**src/rtl/jtag_host_pkg.sv**
```systemverilog
// Shared encodings, FSM states and TMS sequences for the JTAG host sequencer.
package jtag_host_pkg;

   typedef enum logic [1:0] {
      OP_RESET    = 2'b00,
      OP_SHIFT_IR = 2'b01,
      OP_SHIFT_DR = 2'b10,
      OP_IDLE     = 2'b11
   } op_e;

   typedef enum logic [2:0] {
      ST_IDLE,
      ST_PREFIX,
      ST_SHIFT,
      ST_SUFFIX,
      ST_RESP
   } state_e;

   // TMS sequences, bit 0 is driven on the first TCK rising edge.
   localparam logic [7:0] TMS_RESET     = 8'b0001_1111;
   localparam logic [7:0] TMS_PRE_IR    = 8'b0000_0011;
   localparam logic [7:0] TMS_PRE_DR    = 8'b0000_0001;
   localparam logic [7:0] TMS_SUFFIX    = 8'b0000_0001;
   localparam int         RESET_LEN     = 6;
   localparam int         PRE_IR_LEN    = 4;
   localparam int         PRE_DR_LEN    = 3;
   localparam int         SUFFIX_LEN    = 2;

   function automatic logic [2:0] prefix_last(op_e op);
      case (op)
         OP_RESET:    return 3'(RESET_LEN - 1);
         OP_SHIFT_IR: return 3'(PRE_IR_LEN - 1);
         OP_SHIFT_DR: return 3'(PRE_DR_LEN - 1);
         default:     return 3'd0;
      endcase
   endfunction

   function automatic logic prefix_tms(op_e op, logic [2:0] step);
      case (op)
         OP_RESET:    return TMS_RESET[step];
         OP_SHIFT_IR: return TMS_PRE_IR[step];
         OP_SHIFT_DR: return TMS_PRE_DR[step];
         default:     return 1'b0;
      endcase
   endfunction

endpackage

```
**src/rtl/jtag_tck_gen.sv**
```systemverilog
// TCK divider: toggles tck every TCK_DIV clk while enabled, with one-cycle
// strobes marking the clk edge on which tck rises or falls.
module jtag_tck_gen #(
   parameter int TCK_DIV = 2
) (
   input  logic clk,
   input  logic rst,
   input  logic en,
   input  logic park,
   output logic tck,
   output logic rise_stb,
   output logic fall_stb
);

   localparam int              CNT_W    = (TCK_DIV > 1) ? $clog2(TCK_DIV) : 1;
   localparam logic [CNT_W-1:0] CNT_LAST = CNT_W'(TCK_DIV - 1);
   localparam logic [CNT_W-1:0] CNT_ONE  = CNT_W'(1);

   logic [CNT_W-1:0] cnt_q, cnt_d;
   logic             tck_q, tck_d;
   logic             term;

   assign term     = (cnt_q == CNT_LAST);
   assign rise_stb = en && term && !tck_q;
   assign fall_stb = en && term && tck_q;
   assign tck      = tck_q;

   // While parked the low phase still completes (rise_stb fires) but tck stays low.
   always_comb begin
      cnt_d = cnt_q;
      tck_d = tck_q;
      if (!en) begin
         cnt_d = '0;
         tck_d = 1'b0;
      end else if (term) begin
         cnt_d = '0;
         if (!(rise_stb && park)) tck_d = !tck_q;
      end else begin
         cnt_d = cnt_q + CNT_ONE;
      end
   end

   always_ff @(posedge clk) begin
      if (rst) begin
         cnt_q <= '0;
         tck_q <= 1'b0;
      end else begin
         cnt_q <= cnt_d;
         tck_q <= tck_d;
      end
   end

endmodule

```
**src/rtl/jtag_host_sequencer.sv**
```systemverilog
// Host-side JTAG sequencer: turns RESET / SHIFT_IR / SHIFT_DR / IDLE commands
// into TCK/TMS/TDI waveforms and returns captured TDO bits as a response.
module jtag_host_sequencer
   import jtag_host_pkg::*;
#(
   parameter int TCK_DIV = 2,
   parameter int MAX_LEN = 16,
   parameter int LEN_W   = 5
) (
   input  logic               clk,
   input  logic               rst,
   input  logic               cmd_valid,
   output logic               cmd_ready,
   input  logic [1:0]         cmd_op,
   input  logic [LEN_W-1:0]   cmd_len,
   input  logic [MAX_LEN-1:0] cmd_data,
   output logic               rsp_valid,
   input  logic               rsp_ready,
   output logic [MAX_LEN-1:0] rsp_data,
   output logic               rsp_err,
   output logic               tap_synced,
   output logic               tck,
   output logic               tms,
   output logic               tdi,
   input  logic               tdo
);

   localparam logic [LEN_W-1:0] LEN_ONE = LEN_W'(1);
   localparam logic [LEN_W-1:0] LEN_MAX = LEN_W'(MAX_LEN);

   state_e             state_q, state_d;
   op_e                op_q, op_d;
   logic [LEN_W-1:0]   len_q, len_d;
   logic [LEN_W-1:0]   idx_q, idx_d;
   logic [MAX_LEN-1:0] data_q, data_d;
   logic [MAX_LEN-1:0] rsp_data_q, rsp_data_d;
   logic               rsp_err_q, rsp_err_d;
   logic               tap_synced_q, tap_synced_d;
   logic               tms_q, tms_d;
   logic               tdi_q, tdi_d;
   logic               park_q, park_d;
   logic               tck_en, rise_stb, fall_stb;

   // TMS/TDI for the step identified by (state, idx); applied on the falling toggle.
   function automatic logic drive_tms(state_e st, op_e op, logic [LEN_W-1:0] idx,
                                      logic [LEN_W-1:0] len);
      case (st)
         ST_PREFIX: return prefix_tms(op, idx[2:0]);
         ST_SHIFT:  return (op != OP_IDLE) && (idx == len - LEN_ONE);
         ST_SUFFIX: return TMS_SUFFIX[idx[2:0]];
         default:   return 1'b0;
      endcase
   endfunction

   function automatic logic drive_tdi(state_e st, op_e op, logic [LEN_W-1:0] idx,
                                      logic [MAX_LEN-1:0] data);
      logic [MAX_LEN-1:0] sh;
      sh = data >> idx;
      return (st == ST_SHIFT) && (op != OP_IDLE) && sh[0];
   endfunction

   assign tck_en     = (state_q == ST_PREFIX) || (state_q == ST_SHIFT) || (state_q == ST_SUFFIX);
   assign cmd_ready  = (state_q == ST_IDLE);
   assign rsp_valid  = (state_q == ST_RESP);
   assign rsp_data   = rsp_data_q;
   assign rsp_err    = rsp_err_q;
   assign tap_synced = tap_synced_q;
   assign tms        = tms_q;
   assign tdi        = tdi_q;

   jtag_tck_gen #(.TCK_DIV(TCK_DIV)) u_tck_gen (
      .clk      (clk),
      .rst      (rst),
      .en       (tck_en),
      .park     (park_q),
      .tck      (tck),
      .rise_stb (rise_stb),
      .fall_stb (fall_stb)
   );

   // NOTE: every _d takes its _q value first, so no path through this block infers a latch.
   always_comb begin
      state_d      = state_q;
      op_d         = op_q;
      len_d        = len_q;
      idx_d        = idx_q;
      data_d       = data_q;
      rsp_data_d   = rsp_data_q;
      rsp_err_d    = rsp_err_q;
      tap_synced_d = tap_synced_q;
      tms_d        = tms_q;
      tdi_d        = tdi_q;
      park_d       = park_q;

      case (state_q)
         ST_IDLE: begin
            if (cmd_valid && cmd_ready) begin
               op_d       = op_e'(cmd_op);
               len_d      = cmd_len;
               data_d     = cmd_data;
               idx_d      = '0;
               park_d     = 1'b0;
               rsp_data_d = '0;
               rsp_err_d  = 1'b0;
               if (op_d != OP_RESET && (!tap_synced_q || cmd_len > LEN_MAX)) begin
                  rsp_err_d = 1'b1;
                  state_d   = ST_RESP;
               end else if (op_d != OP_RESET && cmd_len == '0) begin
                  state_d = ST_RESP;
               end else begin
                  // tck is low here, so the first step's TMS/TDI go out immediately.
                  state_d = (op_d == OP_IDLE) ? ST_SHIFT : ST_PREFIX;
                  tms_d   = drive_tms(state_d, op_d, '0, cmd_len);
                  tdi_d   = drive_tdi(state_d, op_d, '0, cmd_data);
               end
            end
         end

         ST_PREFIX, ST_SHIFT, ST_SUFFIX: begin
            if (rise_stb && park_q) begin
               state_d = ST_RESP;
               if (op_q == OP_RESET) tap_synced_d = 1'b1;
            end else if (rise_stb) begin
               case (state_q)
                  ST_PREFIX: begin
                     if (idx_q == LEN_W'(prefix_last(op_q))) begin
                        idx_d = '0;
                        if (op_q == OP_RESET) park_d = 1'b1;
                        else                  state_d = ST_SHIFT;
                     end else begin
                        idx_d = idx_q + LEN_ONE;
                     end
                  end
                  ST_SHIFT: begin
                     if (op_q != OP_IDLE) rsp_data_d = rsp_data_q | (MAX_LEN'(tdo) << idx_q);
                     if (idx_q == len_q - LEN_ONE) begin
                        idx_d = '0;
                        if (op_q == OP_IDLE) park_d = 1'b1;
                        else                 state_d = ST_SUFFIX;
                     end else begin
                        idx_d = idx_q + LEN_ONE;
                     end
                  end
                  default: begin
                     if (idx_q == LEN_W'(SUFFIX_LEN - 1)) park_d = 1'b1;
                     else                                 idx_d = idx_q + LEN_ONE;
                  end
               endcase
            end else if (fall_stb && !park_q) begin
               tms_d = drive_tms(state_q, op_q, idx_q, len_q);
               tdi_d = drive_tdi(state_q, op_q, idx_q, data_q);
            end
         end

         ST_RESP: begin
            if (rsp_ready) begin
               state_d = ST_IDLE;
               park_d  = 1'b0;
            end
         end

         default: state_d = ST_IDLE;
      endcase
   end

   // NOTE: state registers use non-blocking assignments so every flop samples pre-edge values.
   always_ff @(posedge clk) begin
      if (rst) begin
         state_q      <= ST_IDLE;
         op_q         <= OP_RESET;
         len_q        <= '0;
         idx_q        <= '0;
         data_q       <= '0;
         rsp_data_q   <= '0;
         rsp_err_q    <= 1'b0;
         tap_synced_q <= 1'b0;
         tms_q        <= 1'b1;
         tdi_q        <= 1'b0;
         park_q       <= 1'b0;
      end else begin
         state_q      <= state_d;
         op_q         <= op_d;
         len_q        <= len_d;
         idx_q        <= idx_d;
         data_q       <= data_d;
         rsp_data_q   <= rsp_data_d;
         rsp_err_q    <= rsp_err_d;
         tap_synced_q <= tap_synced_d;
         tms_q        <= tms_d;
         tdi_q        <= tdi_d;
         park_q       <= park_d;
      end
   end

endmodule

```
**config.mk**
```make
export PLATFORM = sky130hd
export DESIGN_NAME = jtag_host_sequencer
export DESIGN_NICKNAME = d
export VERILOG_FILES = /design/src/rtl/jtag_host_pkg.sv /design/src/rtl/jtag_tck_gen.sv /design/src/rtl/jtag_host_sequencer.sv
export SDC_FILE = /design/constraint.sdc
export NUM_CORES = 1
export LEC_CHECK = 0
export BUFFER_PORTS_ARGS = -buffer_cell sky130_fd_sc_hd__buf_2
export CAP_MARGIN = 0
export CELL_PAD_IN_SITES_DETAIL_PLACEMENT = 0
export CELL_PAD_IN_SITES_GLOBAL_PLACEMENT = 1
export CORE_MARGIN = 2
export CORE_UTILIZATION = 41
export DETAILED_ROUTE_END_ITERATION = 7
export GPL_TIMING_DRIVEN = 0
export HOLD_SLACK_MARGIN = 0.1
export PLACE_DENSITY_LB_ADDON = 0.1
export SYNTH_ARGS = -nofsm -noshare
export SYNTH_HDL_FRONTEND = slang
export SYNTH_SLANG_ARGS = --single-unit
```
**constraint.sdc**
```tcl
create_clock -name clk -period 2.6 [get_ports clk]
set_input_delay 0.52 -clock clk [delete_from_list [all_inputs] [get_ports clk]]
set_output_delay 0.52 -clock clk [all_outputs]
set_load 0.005 [all_outputs]
```
### Word level (Yosys, flattened, before mapping)

Memory sizes are Yosys's and may differ from the RTL's. A register that Yosys moved wholly into a read port is not among the register bits.
Cells that the tools add are included.

| operators by class | value |
|---|---|
| equal/unequal tests | 40 |
| $add $sub $neg | 4 |
| bitwise gates (word level) | 3 |
| mux-type cells | 71 |
| $lt $le $gt $ge | 2 |
| shift operators | 2 |
| reduce and logical (&&, ||, !) cells | 40 |

Operator list:

| kind | number |
|---|---|
| $mux W16 | 5 |
| $mux W3 | 20 |
| $pmux W16 S2 | 1 |
| $mux W5 | 6 |
| $ne A4 B4 Y1 const B | 7 |
| $mux W1 | 26 |
| $pmux W5 S2 | 2 |
| $ne A2 B2 Y1 const B | 9 |
| $pmux W3 S3 | 2 |
| $or A16 B16 Y16 | 1 |
| $shl A1 B5 Y16 | 1 |
| $shr A16 B5 Y1 | 1 |
| $logic_and A1 B1 Y1 | 14 |
| $eq A2 B2 Y1 const B | 6 |
| $ne A3 B3 Y1 const B | 4 |
| $pmux W1 S3 | 4 |
| $logic_not A5 Y1 | 2 |
| $reduce_and A10 Y1 | 1 |
| $sub A5 B1 Y5 const B | 2 |
| $reduce_or A3 Y1 | 3 |
| $reduce_and A8 Y1 | 1 |
| $reduce_and A7 Y1 | 1 |
| $eq A2 B1 Y1 const B | 3 |
| $eq A3 B2 Y1 const B | 2 |
| other kinds (26) | 38 |

| word-level totals | value |
|---|---|
| output and inout bits | 23 |
| logic and storage cells | 178 |
| bits of input ports | 28 |
| memories kept | 3 |
| ROM bits | 24 |
| bits in registers | 54 |

Memories:

| memory | depth | width | read ports | clocked after Yosys merged registers in | write ports | RTL line | source |
|---|---|---|---|---|---|---|---|
| (name not given) | 8 | 1 | 1 | 1 | 0 | jtag_host_sequencer.sv:50 | `ST_SUFFIX: return TMS_SUFFIX[idx[2:0]];` |
| (name not given) | 8 | 1 | 1 | 1 | 0 | jtag_host_pkg.sv:41 | `OP_SHIFT_IR: return TMS_PRE_IR[step];` |
| (name not given) | 8 | 1 | 1 | 1 | 0 | jtag_host_pkg.sv:40 | `OP_RESET: return TMS_RESET[step];` |

### Longest topological paths before layout

Gate-level depths: netlist (run 1).

| logic depth | value |
|---|---|
| depth in word-level cells | 16 |
| mapped depth | 8 |
| mapped depth without buffers | 7 |

### Modules after synthesis

From an unflattened synthesis (run 1), not the netlist that was laid out.

| second synthesis, totals | value |
|---|---|
| cells, all modules | 346 |
| area, all modules | 2,839.0 sq um |

By module, submodules not included:

| module | area an instance (sq um) | cells each | sequential area each (sq um) | times used |
|---|---|---|---|---|
| jtag_host_sequencer | 2,751.4 | 336 | 1,101.1 | 1 |
| jtag_tck_gen | 87.6 | 10 | 40.0 | 1 |

### Least setup slack after synthesis (run 1)

No wires, ideal clock.

| path | value |
|---|---|
| path kind | register to register |
| start | register len_q[0] |
| end | register state_q[0] |
| path slack | 0.559 ns |
| data arrival time | 1.918 ns |
| setup time | 0.123 ns |
| data required time | 2.477 ns |
| stages on the path, launching flop included | 7 |
| clock period less this slack | 2.041 ns |
| path buffers | 0 |
| cell sequence | dfxtp_1 inv_1 ha_1 or3_4 a311oi_4 o2111ai_2 mux2_1 |

| on the way | value |
|---|---|
| longest elaborated chain between the ends | 4 |

RTL lines:

| element | RTL line | source |
|---|---|---|
| start, declared | jtag_host_sequencer.sv:33 | `logic [LEN_W-1:0] len_q, len_d;` |
| start signal, assigned | jtag_host_sequencer.sv:183 | `len_q <= len_d;` |
| $sub A5 B1 Y5 | jtag_host_sequencer.sv:136 | `if (idx_q == len_q - LEN_ONE) begin` |
| $eq A5 B5 Y1 | jtag_host_sequencer.sv:136 |  |
| $ne A4 B4 Y1 (no line) | -- |  |
| $reduce_and A8 Y1 (no line) | -- |  |
| end signal, assigned | jtag_host_sequencer.sv:181 | `state_q <= state_d;` |
| end, declared | jtag_host_sequencer.sv:31 | `state_e state_q, state_d;` |

No other way between the ends.
A chain may end at the register's enable or synchronous reset.

### Worst setup path in the final report (run 1)

| path | value |
|---|---|
| start | register len_q[0] |
| end | register state_q[1] |

The elaborated chain is that of the path after synthesis.

==> flow_metrics.env, run 1 <==
export IMPL_status="finished, final reports clean"
export IMPL_rsz0062_at_grt="no"
export IMPL_r2r_slack_ps=280
export IMPL_arrival_ps=2540
export IMPL_fill_cells=713
export IMPL_synth_cells=354
export IMPL_ctsHoldBuffers=0
export IMPL_hpwl_um=5580
export IMPL_power_frac_clock_pct=28.7
export IMPL_ys_seq_area_share_pct=39.0
export IMPL_antennaDiodeCount=0
export IMPL_syn_area_per_cell_sq_um=8.27
export IMPL_drive_above_1_share_pct=21.7
export IMPL_io_buffers=49
export IMPL_tightest_slew_ps=701
export IMPL_grt_pass1_vias=2621
export IMPL_initial_core_util_pct=42.6
export IMPL_drv_slew=0
export IMPL_core_area_sq_mm=0.00687
export IMPL_grt_usage_pct=21.0
export IMPL_critPathCaptureType="flop"
export IMPL_syn2layout_area_growth_pct=19.2
export IMPL_numCtsBuffers=9
export IMPL_synth_flop_cell="dfxtp_1"
export IMPL_path_clk_slew_ps=70
export IMPL_wire_per_inst_um=14.6
export IMPL_path_cells="inv_1, ha_1, or3_4, a311oi_4, o2111ai_2, mux2_1"
export IMPL_grt_max_degree=11
export IMPL_ios=51
export IMPL_setup_violations=0
export IMPL_cap_violations=0
export IMPL_fin_setup_tns_ps=0
export IMPL_power_share_sequential_pct=36.9
export IMPL_via_per_inst=5.32
export IMPL_min_period_ps=2320
export IMPL_syn_area_sq_mm=0.00293
export IMPL_final_cell_mix="66 x nand2_1, 58 x buf_2, 57 x dfxtp_1"
export IMPL_gp_congestion=0.828
export IMPL_switching_share_pct=36.2
export IMPL_crit_type="flop to flop"
export IMPL_netlist_area_leader_share_pct=39.0
export IMPL_synth_largest_area_cell="dfxtp_1"
export IMPL_root_buffer="clkbuf_8"
export IMPL_slew_headroom_pct=53.2
export IMPL_clockBufferDepth=2
export IMPL_power_mw=2.88
export IMPL_synth_edf_count=0
export IMPL_crit_fanout=7
export IMPL_post_route_util_pct=50.8
export IMPL_yosysWarnings=0
export IMPL_p_leak_nw=1.38
export IMPL_cts_setup_buffers=0
export IMPL_final_cell_area_sq_mm=0.00349
export IMPL_combPwrFrac_pct=34.4
export IMPL_cts_tree="done"
export IMPL_die_y_um=88.5
export IMPL_async_flop_share_pct=0
export IMPL_detail_route_antenna_nets=0
export IMPL_dieArea_sq_mm=0.00783
export IMPL_timing_final_ws_setup_ps=278
export IMPL_antenna_found_initial=0
export IMPL_nNetsFinal=449
export IMPL_synth_area_top_cells="dfxtp_1 39%, nand2_1 8.5%, a21oi_1 7.4%, nor2_1 4.1%, mux4_2 3.8%"
export IMPL_critPathLaunchType="flop"
export IMPL_synth_cell_types=61
export IMPL_switching_power_mw=1.04
export IMPL_synthesis_nets=389
export IMPL_placed_area_sq_mm=0.00329
export IMPL_drtIter0Drc=107
export IMPL_cpPeakStageDelay_ps=510
export IMPL_firstDrtPassIters=4
export IMPL_cts_resized=0
export IMPL_hp_class="primary input to flop"
export IMPL_vdd_ir_drop_max_uv=346
export IMPL_drt_total_wl_um=7490
export IMPL_max_freq_mhz=431
export IMPL_worstPathRequired_ps=2820
export IMPL_via_count=2740
export IMPL_pre_cts_slack_ps=262
export IMPL_p_per_area_mw_per_mm2=827
export IMPL_cts_max_level=3
export IMPL_grt_pass1_wl_um=12600
export IMPL_slowest_stage="a311oi_4"
export IMPL_rows=30
export IMPL_die_w_um=88.5
export IMPL_grt_overflow_total=0
export IMPL_p_int_mw=1.84
export IMPL_synth_seq_cells=57
export IMPL_final_hold_viol_count=0
export IMPL_finalCritPeriodShare_pct=89.3
export IMPL_cts_sinks=57
export IMPL_final_common_cell="nand2_1"
export IMPL_drc_errors=0
export IMPL_clkLatencyLatePin_ps=330
export IMPL_finClkSkew_ps=5.90
-- path summary, 6_finish.rpt --
path / start / end / depth (start not counted)
worst min-delay path: cmd_data[9] / data_q[9] / 3
worst max-delay path: len_q[0] / state_q[1] / 6
worst max register to register: len_q[0] / state_q[1] / 6
worst min register to register: data_q[0] / data_q[0] / 2
-- critical path, delay by kind of cell, from the launching register on --
family / cells / cell delay (ps)
AOI/OAI and AO/OA: 2 / 760
DFF: 1 / 400
and+or+nand+nor: 1 / 400
buffers and inverters: 1 / 60
muxes: 1 / 350
adders and majority gates: 1 / 220
-- area by class of cell --
class,count,area [sq um],area share (%)
timing repair buffer,49,245,7.03
clock buffer,11,141,4.05
multi-input combinational,261,1640,46.9
inverter,12,45.0,1.29
buffer,24,105,3.01
sequential,57,1140,32.7
tap,96,120,3.44
clock inverter,5,55.1,1.58
-- per-stage QoR --
step,hold WS (ps),std cells
floorplan,420,354
global placement,439,499
detailed placement,447,499
CTS,404,515
global route,415,515
finish,421,515
-- cell usage after synthesis (all sizes together), types with 2 or more instances --
cell     instances
a21oi           44
nor4             4
nor2            32
nor3            10
mux4             5
o31ai            3
nand3            3
mux2i            3
o211ai           6
xnor2            6
nand2           66
a21o             2
ha               7
and2             4
nor4b            2
o2111ai          2
nand2b           6
a211oi           2
dfxtp           57
a31oi           10
clkbuf          13
o21ai            4
buf             11
mux2             2
or3              3
nand4            4
xor2             3
nor2b            5
inv             12
a32o             2
-- power groups by stage --
stage	logic [mW]	clock network (mW)	registers (mW)
3_5_place_dp	0.991	0	1.08
3_3_place_gp	0.985	0	1.08
4_1_cts	0.995	0.860	1.06
6_report	0.993	0.827	1.06
2_1_floorplan	0.749	0	1.06
5_1_grt	1.12	0.891	1.08
-- flip-flops by register name, indices dropped and copies added, names as in the netlist, 2 cells and up, named ones only --
register	cells
data_q	16
rsp_data	16
idx_q	5
len_q	5
state_q	3
op_q	2
-- metal layers --
| metal | global-route usage [%] | part of all wire (%) | wire length, um | vias up |
|---|---|---|---|---|
| li1 | - | - | - | 1370 |
| met1 | 29.3 | 48 | 3610 | 1284 |
| met2 | 31.7 | 45 | 3340 | 73 |
| met3 | 3.92 | 5.3 | 395 | 13 |
| met4 | 9.50 | 2.1 | 155 | 0 |
| met5 | 0 | 0 | 0 | - |
-- logic make-up after synthesis --
logic type	after synthesis	synth area share [%]
AO/OA/AOI/OAI	88	20.0
XOR/XNOR	9	2.95
adder cells (fa/ha/maj)	7	2.99
buffers and inverters	36	5.13
flip-flops	57	39.0
multiplexers	10	5.64
AND/OR/NAND/NOR	147	24.3
No activity file was read; power rests on OpenSTA's default activity.
==> run 2, diff against run 1 <==
--- a/config.mk
+++ b/config.mk
@@ -10,10 +10,11 @@
 export CELL_PAD_IN_SITES_DETAIL_PLACEMENT = 0
 export CELL_PAD_IN_SITES_GLOBAL_PLACEMENT = 1
 export CORE_MARGIN = 2
-export CORE_UTILIZATION = 41
+export CORE_UTILIZATION = 31
 export DETAILED_ROUTE_END_ITERATION = 7
 export GPL_TIMING_DRIVEN = 0
 export HOLD_SLACK_MARGIN = 0.1
+export MAX_ROUTING_LAYER = met4
 export PLACE_DENSITY_LB_ADDON = 0.1
 export SYNTH_ARGS = -nofsm -noshare
 export SYNTH_HDL_FRONTEND = slang
==> run 2 against run 1 <==
Effect of this change: non-clock buffer count unchanged; critical endpoint unchanged; design area increased by 1.2%; largest cell class unchanged; die area increased by 31%.
==> flow_metrics.env, run 2 (same netlist as run 1, synthesis figures left out) <==
export IMPL_final_cell_area_sq_mm=0.00353
export IMPL_initial_core_util_pct=31.8
export IMPL_critPathLaunchType="flop"
export IMPL_firstDrtPassIters=4
export IMPL_rsz0062_at_grt="no"
export IMPL_post_route_util_pct=38.4
export IMPL_grt_usage_pct=17.6
export IMPL_clkLatencyLatePin_ps=330
export IMPL_hp_class="primary input to flop"
export IMPL_tightest_slew_ps=751
export IMPL_worstPathRequired_ps=2830
export IMPL_drc_errors=0
export IMPL_ctsHoldBuffers=0
export IMPL_rows=35
export IMPL_crit_fanout=7
export IMPL_nNetsFinal=449
export IMPL_antennaDiodeCount=0
export IMPL_use_met3_pct=3.31
export IMPL_drt_total_wl_um=8220
export IMPL_die_y_um=101
export IMPL_core_area_sq_mm=0.00920
export IMPL_max_freq_mhz=428
export IMPL_cts_sinks=57
export IMPL_critPathCaptureType="flop"
export IMPL_final_common_cell="nand2_1"
export IMPL_power_frac_clock_pct=31.1
export IMPL_combPwrFrac_pct=33.6
export IMPL_status="finished, final reports clean"
export IMPL_crit_type="flop to flop"
export IMPL_gp_congestion=0.855
export IMPL_path_buf_inv=1
export IMPL_crit_family="compound AO/OA/AOI/OAI gates"
export IMPL_wire_per_inst_um=15.5
export IMPL_syn2layout_area_growth_pct=20.6
export IMPL_antenna_found_initial=0
export IMPL_grt_max_degree=11
export IMPL_numCtsBuffers=9
export IMPL_die_w_um=101
export IMPL_arrival_ps=2560
export IMPL_slowest_stage="a311oi_4"
export IMPL_timing_final_ws_setup_ps=264
export IMPL_cts_resized=0
export IMPL_switching_power_mw=1.08
export IMPL_drtIter0Drc=103
export IMPL_finClkSkew_ps=11.4
export IMPL_hpwl_um=6060
export IMPL_via_per_inst=5.10
export IMPL_path_cells="inv_1, ha_1, or3_4, a311oi_4, o2111ai_2, mux2_1"
export IMPL_power_share_sequential_pct=35.3
export IMPL_grt_pass1_vias=2694
export IMPL_ios=51
export IMPL_grt_overflow_total=0
export IMPL_via_count=2703
export IMPL_cpPeakStageDelay_ps=510
export IMPL_cts_setup_buffers=0
export IMPL_cts_max_level=3
export IMPL_cap_violations=0
export IMPL_root_buffer="clkbuf_8"
export IMPL_slew_headroom_pct=49.9
export IMPL_drive_above_1_share_pct=21.7
export IMPL_switching_share_pct=35.7
export IMPL_io_buffers=49
export IMPL_clockBufferDepth=2
export IMPL_grt_pass1_wl_um=13600
export IMPL_min_period_ps=2340
export IMPL_dieArea_sq_mm=0.0102
export IMPL_cts_tree="done"
export IMPL_fin_setup_tns_ps=0
export IMPL_dp_cells=514
export IMPL_busiest_layer="met2"
export IMPL_finalCritPeriodShare_pct=89.9
export IMPL_placed_area_sq_mm=0.00331
export IMPL_final_cell_mix="66 x nand2_1, 58 x buf_2, 57 x dfxtp_1"
export IMPL_grt_use_met2_pct=26.1
export IMPL_drv_slew=0
export IMPL_detail_route_antenna_nets=0
export IMPL_p_int_mw=1.94
export IMPL_final_hold_viol_count=0
export IMPL_vdd_ir_drop_max_uv=305
export IMPL_setup_violations=0
export IMPL_grt_use_met1_pct=24.3
export IMPL_p_leak_nw=1.39
export IMPL_hold_slack_ps=421
export IMPL_power_mw=3.02
export IMPL_path_clk_slew_ps=80
export IMPL_p_per_area_mw_per_mm2=855
export IMPL_fin_cells=530
export IMPL_pre_cts_slack_ps=167
-- run 2: changes by cell type in the layout (fill, tap and decap cells not counted), sizes merged --
cell | previous run | this run
clkinv | 2 | 3
clkinvlp | 2 | 0
bufinv | 1 | 2
-- run 2: final cells by class --
cell class / instances / area, sq um
buffer: 24 / 105
clock buffer: 11 / 141
clock inverter: 5 / 78.8
fill: 988 / 5670
inverter: 12 / 45.0
multi-input combinational: 261 / 1640
sequential: 57 / 1140
tap: 111 / 139
timing repair buffer: 49 / 245
-- run 2: power groups by stage --
stage | sequential [mW] | combinational, mW | clock [mW]
CTS | 1.07 | 1.02 | 0.961
global placement | 1.08 | 1.02 | 0
floorplan | 1.06 | 0.749 | 0
detailed placement | 1.09 | 1.02 | 0
finish | 1.07 | 1.01 | 0.939
global route | 1.08 | 1.14 | 0.998
-- run 2: worst min-delay path, stage by stage --
cell	delay, ps
buf_2	90
nand2_1	50
a21oi_1	50
-- run 2: path summary, 6_finish.rpt --
kind	from	endpoint	slack, ps	depth (start not counted)
worst min-delay path	cmd_data[9]	data_q[9]	420	3
worst max-delay path	len_q[0]	state_q[1]	260	6
worst max register to register	len_q[0]	state_q[1]	260	6
worst min register to register	data_q[1]	data_q[1]	460	2
-- run 2: per-layer routing --
layer	wire, um	part of all wire [%]	vias to the layer above
met5	0	0	-
met4	114	1.4	0
met3	347	4.2	9
met2	3650	44	62
met1	4110	50	1258
li1	-	-	1374
